`src/rtl/fetch_unit.sv`:
```
// Instruction-fetch stage: single-outstanding imem requests, one held instruction, next-PC on retire.
// Optional macro FETCH_MISALIGN_TRAP_EN adds a FAULT state for misaligned next-PC / flush targets.
module fetch_unit #(
  parameter logic [31:0] RESET_PC = 32'h0000_0000,
  parameter logic [31:0] NOP_INST = 32'h0000_0013
) (
  input  logic        clk,
  input  logic        rst_n,
  output logic        imem_req,
  output logic [31:0] imem_addr,
  input  logic        imem_gnt,
  input  logic        imem_rvalid,
  input  logic [31:0] imem_rdata,
  output logic [31:0] inst,
  output logic [31:0] pc,
  output logic [31:0] pc_plus4,
  output logic        inst_valid,
  input  logic        inst_ready,
  input  logic        pc_src,
  input  logic [31:0] imm_ext,
  input  logic        flush,
  input  logic [31:0] flush_pc,
  output logic        fetch_fault
);

  typedef enum logic [2:0] {
    S_BOOT,
    S_REQ,
    S_WAIT,
    S_VALID
`ifdef FETCH_MISALIGN_TRAP_EN
    , S_FAULT
`endif
  } state_t;

`ifdef FETCH_MISALIGN_TRAP_EN
  localparam logic [31:0] ALIGN_MASK = 32'hFFFF_FFFF;
  localparam state_t      MIS_STATE  = S_FAULT;
`else
  localparam logic [31:0] ALIGN_MASK = 32'hFFFF_FFFC;
  localparam state_t      MIS_STATE  = S_REQ;
`endif

  state_t      state_q, state_d;
  logic [31:0] fetch_pc_q, fetch_pc_d;
  logic [31:0] pc_q, pc_d;
  logic [31:0] inst_q, inst_d;
  logic        inst_valid_q, inst_valid_d;
  logic        kill_q, kill_d;
  logic        imem_req_q, imem_req_d;
  logic [31:0] imem_addr_q, imem_addr_d;

  logic [31:0] npc, npc_tgt, flush_tgt;
  logic        npc_bad, flush_bad, fetch_bad;

  always_comb begin
    npc       = pc_q + (pc_src ? imm_ext : 32'd4);
    npc_tgt   = npc & ALIGN_MASK;
    flush_tgt = flush_pc & ALIGN_MASK;
`ifdef FETCH_MISALIGN_TRAP_EN
    npc_bad   = (npc_tgt[1:0] != 2'b00);
    flush_bad = (flush_tgt[1:0] != 2'b00);
    fetch_bad = (fetch_pc_q[1:0] != 2'b00);
`else
    npc_bad   = 1'b0;
    flush_bad = 1'b0;
    fetch_bad = 1'b0;
`endif
  end

  always_comb begin
    state_d      = state_q;
    fetch_pc_d   = fetch_pc_q;
    pc_d         = pc_q;
    inst_d       = inst_q;
    inst_valid_d = inst_valid_q;
    kill_d       = kill_q;

    if (state_q == S_BOOT) begin
      fetch_pc_d = RESET_PC;
      state_d    = S_REQ;
    end else if (flush) begin
      fetch_pc_d   = flush_tgt;
      inst_valid_d = 1'b0;
      inst_d       = NOP_INST;
      state_d      = flush_bad ? MIS_STATE : S_REQ;
      // A granted request is still in flight; its response must be dropped.
      if (state_q == S_REQ && imem_gnt) begin
        kill_d  = 1'b1;
        state_d = S_WAIT;
      end else if (state_q == S_WAIT) begin
        if (imem_rvalid) begin
          kill_d = 1'b0;
        end else begin
          kill_d  = 1'b1;
          state_d = S_WAIT;
        end
      end
    end else begin
      case (state_q)
        S_REQ: begin
          if (imem_gnt) state_d = S_WAIT;
        end
        S_WAIT: begin
          if (imem_rvalid) begin
            if (kill_q) begin
              kill_d  = 1'b0;
              state_d = fetch_bad ? MIS_STATE : S_REQ;
            end else begin
              inst_d       = imem_rdata;
              pc_d         = fetch_pc_q;
              inst_valid_d = 1'b1;
              state_d      = S_VALID;
            end
          end
        end
        S_VALID: begin
          if (inst_ready) begin
            fetch_pc_d   = npc_tgt;
            inst_valid_d = 1'b0;
            inst_d       = NOP_INST;
            state_d      = npc_bad ? MIS_STATE : S_REQ;
          end
        end
        default: ;
      endcase
    end

    imem_req_d  = (state_d == S_REQ);
    imem_addr_d = fetch_pc_d;
  end

  always_ff @(posedge clk or negedge rst_n) begin
    if (!rst_n) begin
      state_q      <= S_BOOT;
      fetch_pc_q   <= RESET_PC;
      pc_q         <= RESET_PC;
      inst_q       <= NOP_INST;
      inst_valid_q <= 1'b0;
      kill_q       <= 1'b0;
      imem_req_q   <= 1'b0;
      imem_addr_q  <= RESET_PC;
    end else begin
      state_q      <= state_d;
      fetch_pc_q   <= fetch_pc_d;
      pc_q         <= pc_d;
      inst_q       <= inst_d;
      inst_valid_q <= inst_valid_d;
      kill_q       <= kill_d;
      imem_req_q   <= imem_req_d;
      imem_addr_q  <= imem_addr_d;
    end
  end

`ifdef FETCH_MISALIGN_TRAP_EN
  logic fault_q, fault_d;
  assign fault_d = (state_d == S_FAULT);
  always_ff @(posedge clk or negedge rst_n) begin
    if (!rst_n) fault_q <= 1'b0;
    else        fault_q <= fault_d;
  end
  assign fetch_fault = fault_q;
`else
  assign fetch_fault = 1'b0;
`endif

  assign imem_req   = imem_req_q;
  assign imem_addr  = imem_addr_q;
  assign inst       = inst_q;
  assign pc         = pc_q;
  assign pc_plus4   = pc_q + 32'd4;
  assign inst_valid = inst_valid_q;

endmodule
```
`config.mk`:
```
export PLATFORM = sky130hd
export DESIGN_NAME = fetch_unit
export DESIGN_NICKNAME = d
export VERILOG_FILES = /design/src/rtl/fetch_unit.sv
export SDC_FILE = /design/constraint.sdc
export NUM_CORES = 1
export LEC_CHECK = 0
export CORE_MARGIN = 8
export CORE_UTILIZATION = 49
export DETAILED_ROUTE_END_ITERATION = 12
export GPL_ROUTABILITY_DRIVEN = 0
export GPL_TIMING_DRIVEN = 0
export PLACE_DENSITY = 0.87
export SLEW_MARGIN = 20
export SYNTH_ARGS = -nofsm -noshare
export SYNTH_HDL_FRONTEND = slang
export SYNTH_SLANG_ARGS = --single-unit
```
`constraint.sdc`:
```
create_clock -name clk -period 7.8 [get_ports clk]
set_input_delay 1.56 -clock clk [delete_from_list [all_inputs] [get_ports clk]]
set_output_delay 1.56 -clock clk [all_outputs]
set_load 0.02 [all_outputs]
```
After elaboration in Yosys (flattened, before gate mapping)

Index checks and enable logic that the tools add are counted.

Word-level logic and storage cells: 62
Register bits: 102

Reduce and logical (&&, ||, !) cells: 12
Eq/ne operators: 7
Bitwise logic cells: 3
Mux-type cells: 31
Add/subtract/negate cells: 2

Operators by type and width:

| kind                                                 | count |
|---|---|
| 2-to-1 mux 32 bit                                    | 9 |
| case mux 32 bit (2 select lines)                     | 1 |
| adder 32 x 3 -> 32 bit (second input constant)       | 1 |
| adder 32 bit                                         | 1 |
| 2-to-1 mux 3 bit                                     | 5 |
| 2-to-1 mux 1 bit                                     | 10 |
| AND reduction 5 bit                                  | 2 |
| != test 3 bit (second input constant)                | 3 |
| case mux 3 bit (3 select lines)                      | 1 |
| nonzero test 3 bit                                   | 3 |
| 2-to-1 mux 2 bit                                     | 4 |
| equality test 3 x 1 -> 1 bit (second input constant) | 2 |
| equality test 3 x 2 -> 1 bit (second input constant) | 2 |
| nonzero test 2 bit                                   | 3 |
| AND reduction 4 bit                                  | 1 |
| logical NOT 3 bit                                    | 1 |
| inverter 1 bit                                       | 3 |
| case mux 1 bit (2 select lines)                      | 1 |
| AND reduction 2 bit                                  | 1 |
| logical AND 1 bit                                    | 1 |

Longest topological paths before layout

Gate-level depths: netlist (run 1).

Word-level depth: 6
Depth in mapped cells: 12
Mapped depth without buffers: 10

Worst setup path before layout (run 1)

Ideal clock, no wire load.

Path kind: input to register
Start point: input port pc_src
End point: register imem_addr_q[22], in the netlist imem_addr[22]
Data required time: 7,673 ps
Path buffers: 1
Data arrival time: 3,753 ps
Path slack: 3,920 ps
Stages on the path: 11
Cells stage by stage: clkbuf_1 nand2b_1 ha_1 fa_1 a21o_1 a221oi_4 o21ai_2 a211o_2 a21oi_1 xor2_1 o21ai_1

Word-level cells in the longest chain between the ends: 6

Ends and longest elaborated chain:

| element                | RTL line | text |
|---|---|---|
| start: declaration     | 19       | `input logic pc_src,` |
| 2-to-1 mux 32 bit      | 57       | `npc = pc_q + (pc_src ? imm_ext : 32'd4);` |
| adder 32 bit           | 57       |  |
| 2-to-1 mux 32 bit      | 118      | `if (inst_ready) begin` |
| 2-to-1 mux 32 bit      | 100      | `case (state_q)` |
| 2-to-1 mux 32 bit      | 82       | `end else if (flush) begin` |
| 2-to-1 mux 32 bit      | 79       | `if (state_q == S_BOOT) begin` |
| end signal: assignment | 151      | `imem_addr_q <= imem_addr_d;` |
| end: declaration       | 51       | `logic [31:0] imem_addr_q, imem_addr_d;` |

No other way between the ends. The select of a mux whose other input is x is not followed.
A chain may end at the register's enable or synchronous reset.

Final worst setup path (run 1)

Start point: register pc_q[9], in the netlist pc[9]
End point: output port pc_plus4[30]

Word-level cells in the longest chain between the ends: 1

Ends and longest elaborated chain:

| element                  | RTL line | text |
|---|---|---|
| start: declaration       | 46       | `logic [31:0] pc_q, pc_d;` |
| start signal: assignment | 146      | `pc_q <= pc_d;` |
| adder 32 x 3 -> 32 bit   | 171      | `assign pc_plus4 = pc_q + 32'd4;` |
| end: declaration         | 16       | `output logic [31:0] pc_plus4,` |

No other way between the ends.

==> metrics list, run 1 <==
- Average wire per cell in the routed design: 20.3 µm
- Routed wire length: 23,000 µm
* Proportion of power drawn by combinational gates: 0.512
* Setup TNS after final layout: 0 ns
* TritonCTS clock tree: built
* Initial core utilization: 0.504
- Register clock-pin slew on the reported worst setup and hold paths: 0.07 ns
- Final instance area: 9200 µm²
* Maximum VDD drop: 0.138 mV
- For this run, design rule violations remaining after detail routing come to 0.
- Summed over all cells, the static leakage comes to 4.08 nW.
- Crit path buf inv count: 1
* Number of cells produced by synthesis: 721
- Crit path DAT: ~3.4 ns
- Via count of the first global-routing pass: 6,349
- Crit Path Max Fanout: 8
- The cell area that synthesis handed to floorplanning was 6410 µm².
- Kind of cell adding the most delay to the critical path: simple AND/OR/NAND/NOR gates
* Post-CTS Repair Setup Buffers: 0
- Antenna violations before repair: 0
- Overall die width: approximately 130 µm
- The clock arrives with 0.00862 ns of skew.
- The pre-antenna-repair detailed-routing pass consisted of 5 iterations.
- Of the synthesized area, sequential elements account for 0.383.
* Worst-case register-to-register setup slack: about 5 ns
- Sink Count: 98
- For the worst-skew pair, the clock arrives at the later sink with an insertion delay of 0.36 ns.
- The floorplan step defined a core boundary enclosing approximately 13,000 µm².
- The die covers 17,000 µm².
* Global-route congestion overflow total: 0
- The share of total power dissipated in the clock network is 0.185.
- Max-cap violations in this run came to 0.
- STA puts the critical path data required time at 6.24 ns.
- # nets final: 1,094
* Mean post-synth cell area: 8.89 µm²
* CP max-delay cell: sky130_fd_sc_hd__clkdlybuf4s50_1
- Summed over all nets, the switching power comes to around 1.1 mW.
- Netlist cell types: 72
- Headroom to the max-slew limit came out at 0.450.
- The worst hold path was traced through 2 stages.
* Transition time of the tightest slew-check pin: just over 0.8 ns
- The flow ran to the end, and the final reports show no timing, DRC or antenna violations.
- The worst register-to-register path has a depth of 9.
- Leading cell type in the layout, fill and taps excluded: sky130_fd_sc_hd__clkdlybuf4s50_1
- The first global-routing pass estimated 34,600 µm of wire.
- In this design, the stage delay of the slowest critical-path cell is 0.66 ns.
- The final-report max-slew violation count was 0.
- Once placement completed, the tool counted placed cells totaling between 1,000 and 1,500.
- Row count: 41
* Predominant post-synthesis flop cell: sky130_fd_sc_hd__dfrtp_1
- Cell Area, Placed: between 8000 and 9000 µm²
- Traced cell by cell, the critical path runs through and4_1 -> and3_1 -> nand3_1 -> nor3_2 -> nand3_1 -> nor2_1 -> xnor2_1 -> clkdlybuf4s50_1.
- Seq cells post-synth: 98
- Pin count of the biggest net entering global routing: 51
* Post-layout instance count excluding filler cells: 1,137
* Fill cell instance count of the final layout: 1,027
- Number of clock buffers inserted by TritonCTS: 9
- By instance count, the cell type seen most on the critical path is sky130_fd_sc_hd__nand3_1.
- Portion of the clock cycle consumed by the worst path in the final layout: 0.637
- Syn. warnings: 0
* DP HPWL: 17,900 µm
- Violation count after the first detailed-route iteration: about 550
- Number of buffers added on ports: approximately 220
* Area growth syn-to-layout: 43.6%
- Number of nets with antenna violations after routing: 0
- The worst setup path is captured at an output pin.
- The number of endpoints with negative hold slack in the final report was 0.
- Clk buf depth: 2
- Count of H-tree levels built during CTS: 3
- Most used cells in the layout excluding fill and tap cells: 220 x sky130_fd_sc_hd__clkdlybuf4s50_1, 135 x sky130_fd_sc_hd__nand2_1, 95 x sky130_fd_sc_hd__dfrtp_1
* Crit. path cell count: 8
- The tree is rooted in a sky130_fd_sc_hd__clkbuf_16.
- For this run, asynchronously set or reset flops after synthesis account for 1.00.
* RSZ-0062 raised after global routing: false
* Internal portion of total power: 1.50 mW
- Post-synth EDFFs: 0
- Detailed routing inserted a total of 6,438 vias.
- Minimum clock period after layout: roughly 5.0 ns
* Share of layout cells above drive strength 1: 0.0684
- Number of endpoints failing setup at the final stage: 0
- Power density cells: 284 nW/µm²
- The critical path is of the flip-flop to output pin type.
- Of the total power, the share spent switching nets is 0.428.
- In the global route stage, overall resource usage came out at 0.265.
- In this run the vertical extent of the chip is 130 µm.
- Tightest Hold Check Type: flip-flop to flip-flop
- STA classifies the critical path startpoint as a flip-flop.
* I/O pin total: 234
- Number of hold buffers added after cts: 0
- Count of antenna diodes in the layout: 0
- Post-DR vias/cell: 5.66
* Resized cells post-CTS: 0
* Register share of total power: 0.303
* Maximum frequency from static timing analysis: approximately 0.20 GHz
## flip-flops by register name, summed over array words and instances (netlist names)
name and count:
state_q 3, inst 32, imem_addr 30, pc 30, kill_q 1, inst_valid 1, imem_req 1
## stage by stage
stage | power [mW] | hold WS, ns | util | setup slack [ns]
after floorplan | 1.52 | 0.492 | - | 3.92
after global placement | 2.10 | 0.447 | 0.696 | 1.50
after detailed placement | 2.13 | 0.449 | 0.699 | 2.71
after CTS | 2.62 | 0.460 | 0.723 | 2.83
after global routing | 2.76 | 0.484 | 0.723 | 2.71
final | 2.62 | 0.457 | 0.723 | 2.83
## worst register-to-register path, stage by stage (launching register included)
cell                        delay, ns
sky130_fd_sc_hd__dfrtp_1         0.44
sky130_fd_sc_hd__ha_1            0.25
sky130_fd_sc_hd__fa_1            0.43
sky130_fd_sc_hd__a21o_1          0.25
sky130_fd_sc_hd__a221oi_4        0.34
sky130_fd_sc_hd__o2bb2ai_2       0.20
sky130_fd_sc_hd__o21ai_1         0.14
sky130_fd_sc_hd__a31oi_1         0.23
sky130_fd_sc_hd__xor2_1          0.24
sky130_fd_sc_hd__o221ai_1        0.14
## power by group through the flow
stage	Sequential (mW)	Combinational, mW	Clock [mW]
2_1_floorplan	0.873	0.652	0
6_report	0.792	1.34	0.484
3_5_place_dp	0.797	1.33	0
4_1_cts	0.789	1.34	0.489
3_3_place_gp	0.792	1.31	0
5_1_grt	0.810	1.44	0.509
## synth_stat cells, types with 20 or more instances
cell type	number	share of area
sky130_fd_sc_hd__and2_1	29	0.028
sky130_fd_sc_hd__xor2_1	20	0.027
sky130_fd_sc_hd__clkbuf_1	26	0.015
sky130_fd_sc_hd__a22o_1	30	0.041
sky130_fd_sc_hd__nand2_1	135	0.079
sky130_fd_sc_hd__ha_1	30	0.059
sky130_fd_sc_hd__nand3_1	23	0.018
sky130_fd_sc_hd__a22oi_1	20	0.023
sky130_fd_sc_hd__nor2_1	31	0.018
sky130_fd_sc_hd__a21oi_1	39	0.030
sky130_fd_sc_hd__xnor2_1	34	0.046
sky130_fd_sc_hd__o21ai_0	27	0.021
sky130_fd_sc_hd__dfrtp_1	95	0.37
## layout make-up
class	count	area, µm²	area share
Clock buffer	9	225	0.0245
Clock inverter	7	91.3	0.00992
Inverter	15	56.3	0.00612
Buffer	45	230	0.0250
Multi-Input combinational cell	569	3690	0.401
Timing Repair Buffer	222	2240	0.243
Tap cell	172	215	0.0234
Sequential cell	98	2460	0.267
## kinds of logic (layout without fill, tap and decap cells)
kind of cell / after synthesis / after routing / synth area share
AND/OR/NAND/NOR: 273 / 273 / 0.203
buffers and inverters: 60 / 298 / 0.0447
other: 1 / 7 / 0.000585
flip-flops: 98 / 98 / 0.383
adder cells (fa/ha/maj): 31 / 31 / 0.0617
AO/OA/AOI/OAI: 201 / 201 / 0.229
multiplexers: 3 / 3 / 0.00469
XOR/XNOR: 54 / 54 / 0.0738
## per-layer routing
metal	part of all wire	track usage	wire length, µm	vias to the layer above
met4	0.027	0.106	625	0
met5	0	0	0	-
met3	0.083	0.0604	1910	43
li1	-	-	-	3042
met2	0.48	0.451	11200	309
met1	0.41	0.317	9350	3044
## worst paths after layout
path	startpoint	end
min reg2reg	inst[0]$_DFFE_PN1P_	inst[0]$_DFFE_PN1P_
max reg2reg	pc[2]$_DFFE_PN0P_	imem_addr[16]$_DFFE_PN0P_
max	pc[9]$_DFFE_PN0P_	pc_plus4[30]
max in group asynchronous	rst_n	inst[4]$_DFFE_PN1P_
min in group asynchronous	rst_n	inst[11]$_DFFE_PN0P_
min	inst[0]$_DFFE_PN1P_	inst[0]$_DFFE_PN1P_
Power figures use the tool's default switching activity.
==> run 2: changes to the inputs <==
- CORE_UTILIZATION: 49 -> 46
- PLACE_DENSITY: 0.87 -> 0.82
- clock period: 7.8 -> 4.7 ns (I/O delays scaled with it)
==> metrics list, run 2 (synthesized netlist as in run 1, its figures left out) <==
- The post-CTS setup-driven buffer insertion count came to 0 (unchanged).
- The total of max-cap violations came to 0 (unchanged).
- The floorplan row count was 43 (+4.9%).
- The final worst setup slack is 0.457 ns (-2.38 ns).
- The pin count of the biggest net entering global routing is 65 (+27%).
* Final Slew Violations: 0 (unchanged)
* Post-layout total power: 4.25 mW (+62%)
* Register clock-pin slew on the reported worst setup and hold paths: 0.07 ns (about the same)
- The detailed-route DRC error count was 0 (unchanged).
* Core Box Area: 13,700 µm² (+7.8%)
- Outcome: finished, final reports clean
* Critical path's largest stage delay: 0.57 ns (-0.09 ns)
* # nets final: 1,094 (unchanged)
- STA classifies the critical path startpoint as a primary input.
* Sink Count: 98 (unchanged)
* Maximum VDD drop: 0.252 mV (+82%)
- By instance count, the cell type seen most on the critical path is sky130_fd_sc_hd__clkbuf_1.
* Minimum clock period after layout: roughly 4.2 ns
- Area growth syn-to-layout: 43.3%
- Clk buf depth: 2 (unchanged)
- Fill cell instance count of the final layout: 1,149 (+12%)
* Routed wire length: 22,200 µm (-3.6%)
- Antenna violations before repair: 1 (+1)
- Post-DR vias/cell: 5.60 (-1.1%)
- The critical path is of the primary input to flip-flop type.
- Worst endpoint required time: 4.91 ns (-1.33 ns)
- The number of global-route vias before repair was 6,292 (-0.90%).
- Number of clock buffers inserted by TritonCTS: 9 (unchanged)
- The maximum clock skew at final layout is 0.00553 ns (-0.00309 ns).
- Max reg flops: 32 (unchanged)
- Placed cell count: 1,129 (+0.71%)
- The min-delay analysis places its worst path in the category primary input to async pin.
- I/O pin total: 234 (unchanged)
- The maximum level of the CTS H-tree came to 3 (unchanged).
- Leading cell type in the layout, fill and taps excluded: sky130_fd_sc_hd__clkdlybuf4s50_1
- Dividing the final minimum period by the clock period gives 0.903.
* Number of endpoints failing setup at the final stage: 0 (unchanged)
- DP HPWL: 17,100 µm (-4.3%)
- Global-route congestion overflow total: 0 (unchanged)
- For this design, the slowest cell found on the critical path is sky130_fd_sc_hd__clkdlybuf4s50_1.
- The all-layer global routing usage came to 0.242 (-0.0225).
- Cell Chain, Critical Path: clkdlybuf4s50_1 -> clkbuf_1 -> clkbuf_1 -> and2_1 -> ha_1 -> a21o_1 -> o21bai_4 -> a2111oi_2 -> o211ai_1 -> a221oi_2 -> xor2_1 -> o21ai_1
* TritonRoute pass-1 iters: 5 (unchanged)
- Leakage power: 4.06 nW (-0.52%)
- STA classifies the critical path endpoint as a flip-flop.
- Kind of cell adding the most delay to the critical path: compound AO/OA/AOI/OAI gates
* Insertion delay of the later-clocked pin in the worst-skew pair: 0.35 ns (about the same)
- The global-route wire length before repair came to 34,700 µm (+0.44%).
- The total via count after detailed routing was 6,420 (-0.28%).
- Initial core utilization: 0.467 (-0.0366)
- The average wire length per cell after detail routing was 19.4 µm (-4.3%).
- The slew at the pin closest to its max-slew limit is 0.913 ns (+0.0949 ns).
* Crit path buf inv count: 3 (+2)
- Root buf cell: sky130_fd_sc_hd__clkbuf_16
* Most used cells in the layout excluding fill and tap cells: 220 x sky130_fd_sc_hd__clkdlybuf4s50_1, 135 x sky130_fd_sc_hd__nand2_1, 95 x sky130_fd_sc_hd__dfrtp_1
- The area of the die is 18,000 µm² (+5.7%).
* Share of layout cells above drive strength 1: 0.0684 (unchanged)
- Endpoints failing hold: 0 (unchanged)
- Chip Height: 134 µm (+2.8%)
- TritonCTS clock tree: built
- Crit Path Max Fanout: 10 (+2)
- The number of buffers inserted by port buffering came to 221 (unchanged).
- The design area was 9190 µm² (-0.19%).
* Setup TNS after final layout: 0 ns (unchanged)
- The filler-free cell count of the finished design was 1,146 (+0.79%).
- Worst slack, placed: 0.200 ns (-2.51 ns)
* Crit path DAT: 4.45 ns (+1.04 ns)
- Maximum frequency from static timing analysis: 0.236 GHz
* RSZ-0062 raised after global routing: false
- The power density over the cells is 463 nW/µm² (+63%).
- Resized cells post-CTS: 0 (unchanged)
- Slew Limit Headroom: 0.387 (-0.0638)
- Number of hold buffers added after cts: 0 (unchanged)
- Overall die width: 134 µm (+2.8%)
- Violation count after the first detailed-route iteration: 660 (+20%)
- Cell Area, Placed: 8900 µm² (+0.11%)
* Number of nets with antenna violations after routing: 0 (unchanged)
[run 2: changes by cell type in the layout (fill, tap and decap cells not counted), sizes merged]
| cell | change |
|---|---|
| diode | +1 |
| clkinvlp | +1 |
| bufinv | -2 |
| inv | +1 |
[run 2: layout make-up]
| type | count | area, µm² | share of cell area |
|---|---|---|---|
| Clock buffer | 9 | 225 | 0.0245 |
| Tap cell | 180 | 225 | 0.0245 |
| Sequential cell | 98 | 2460 | 0.267 |
| Inverter | 15 | 56.3 | 0.00613 |
| Clock inverter | 7 | 61.3 | 0.00667 |
| Antenna cell | 1 | 2.50 | 0.000272 |
| Multi-Input combinational cell | 569 | 3690 | 0.402 |
| Buffer | 45 | 230 | 0.0251 |
| Timing Repair Buffer | 222 | 2240 | 0.244 |
[run 2: per-stage QoR]
stage	utilization	hold WS (ns)
final	0.670	0.470
after global routing	0.670	0.487
after CTS	0.669	0.471
after detailed placement	0.649	0.460
after global placement	0.646	0.447
after floorplan	-	0.492
[run 2: power breakdown]
part,internal [mW],total (mW),leakage (nW),switching [mW]
logic,0.996,2.22,2.65,1.22
registers,1.02,1.30,1.28,0.278
clock network,0.368,0.731,0.134,0.363
total,2.39,4.25,4.06,1.87
[run 2: layer usage]
layer	global-route usage	part of all wire	vias to the layer above
met3	0.0486	0.073	33
met1	0.309	0.43	3085
met5	0	0	-
met4	0.0805	0.022	0
met2	0.401	0.48	247
li1	-	-	3055
[run 2: final timing paths]
path / from / to / slack (ns) / depth (start not counted)
max: pc_src / imem_addr[26]$_DFFE_PN0P_ / 0.46 / 12
max in group asynchronous: rst_n / inst[1]$_DFFE_PN1P_ / 3.56 / 2
min in group clk: inst[1]$_DFFE_PN1P_ / inst[1]$_DFFE_PN1P_ / 0.47 / 2
max reg2reg: pc[2]$_DFFE_PN0P_ / imem_addr[24]$_DFFE_PN0P_ / 1.88 / 9
min: rst_n / pc[7]$_DFFE_PN0P_ / 0.47 / 1
min reg2reg: inst[1]$_DFFE_PN1P_ / inst[1]$_DFFE_PN1P_ / 0.47 / 2
==> run 3: changes to the inputs <==
- CTS_CLUSTER_SIZE: not set -> 12
- TNS_END_PERCENT: not set -> 50
==> results of run 3 <==
No change in the layout: final DEF, timing and power equal those of run 2.
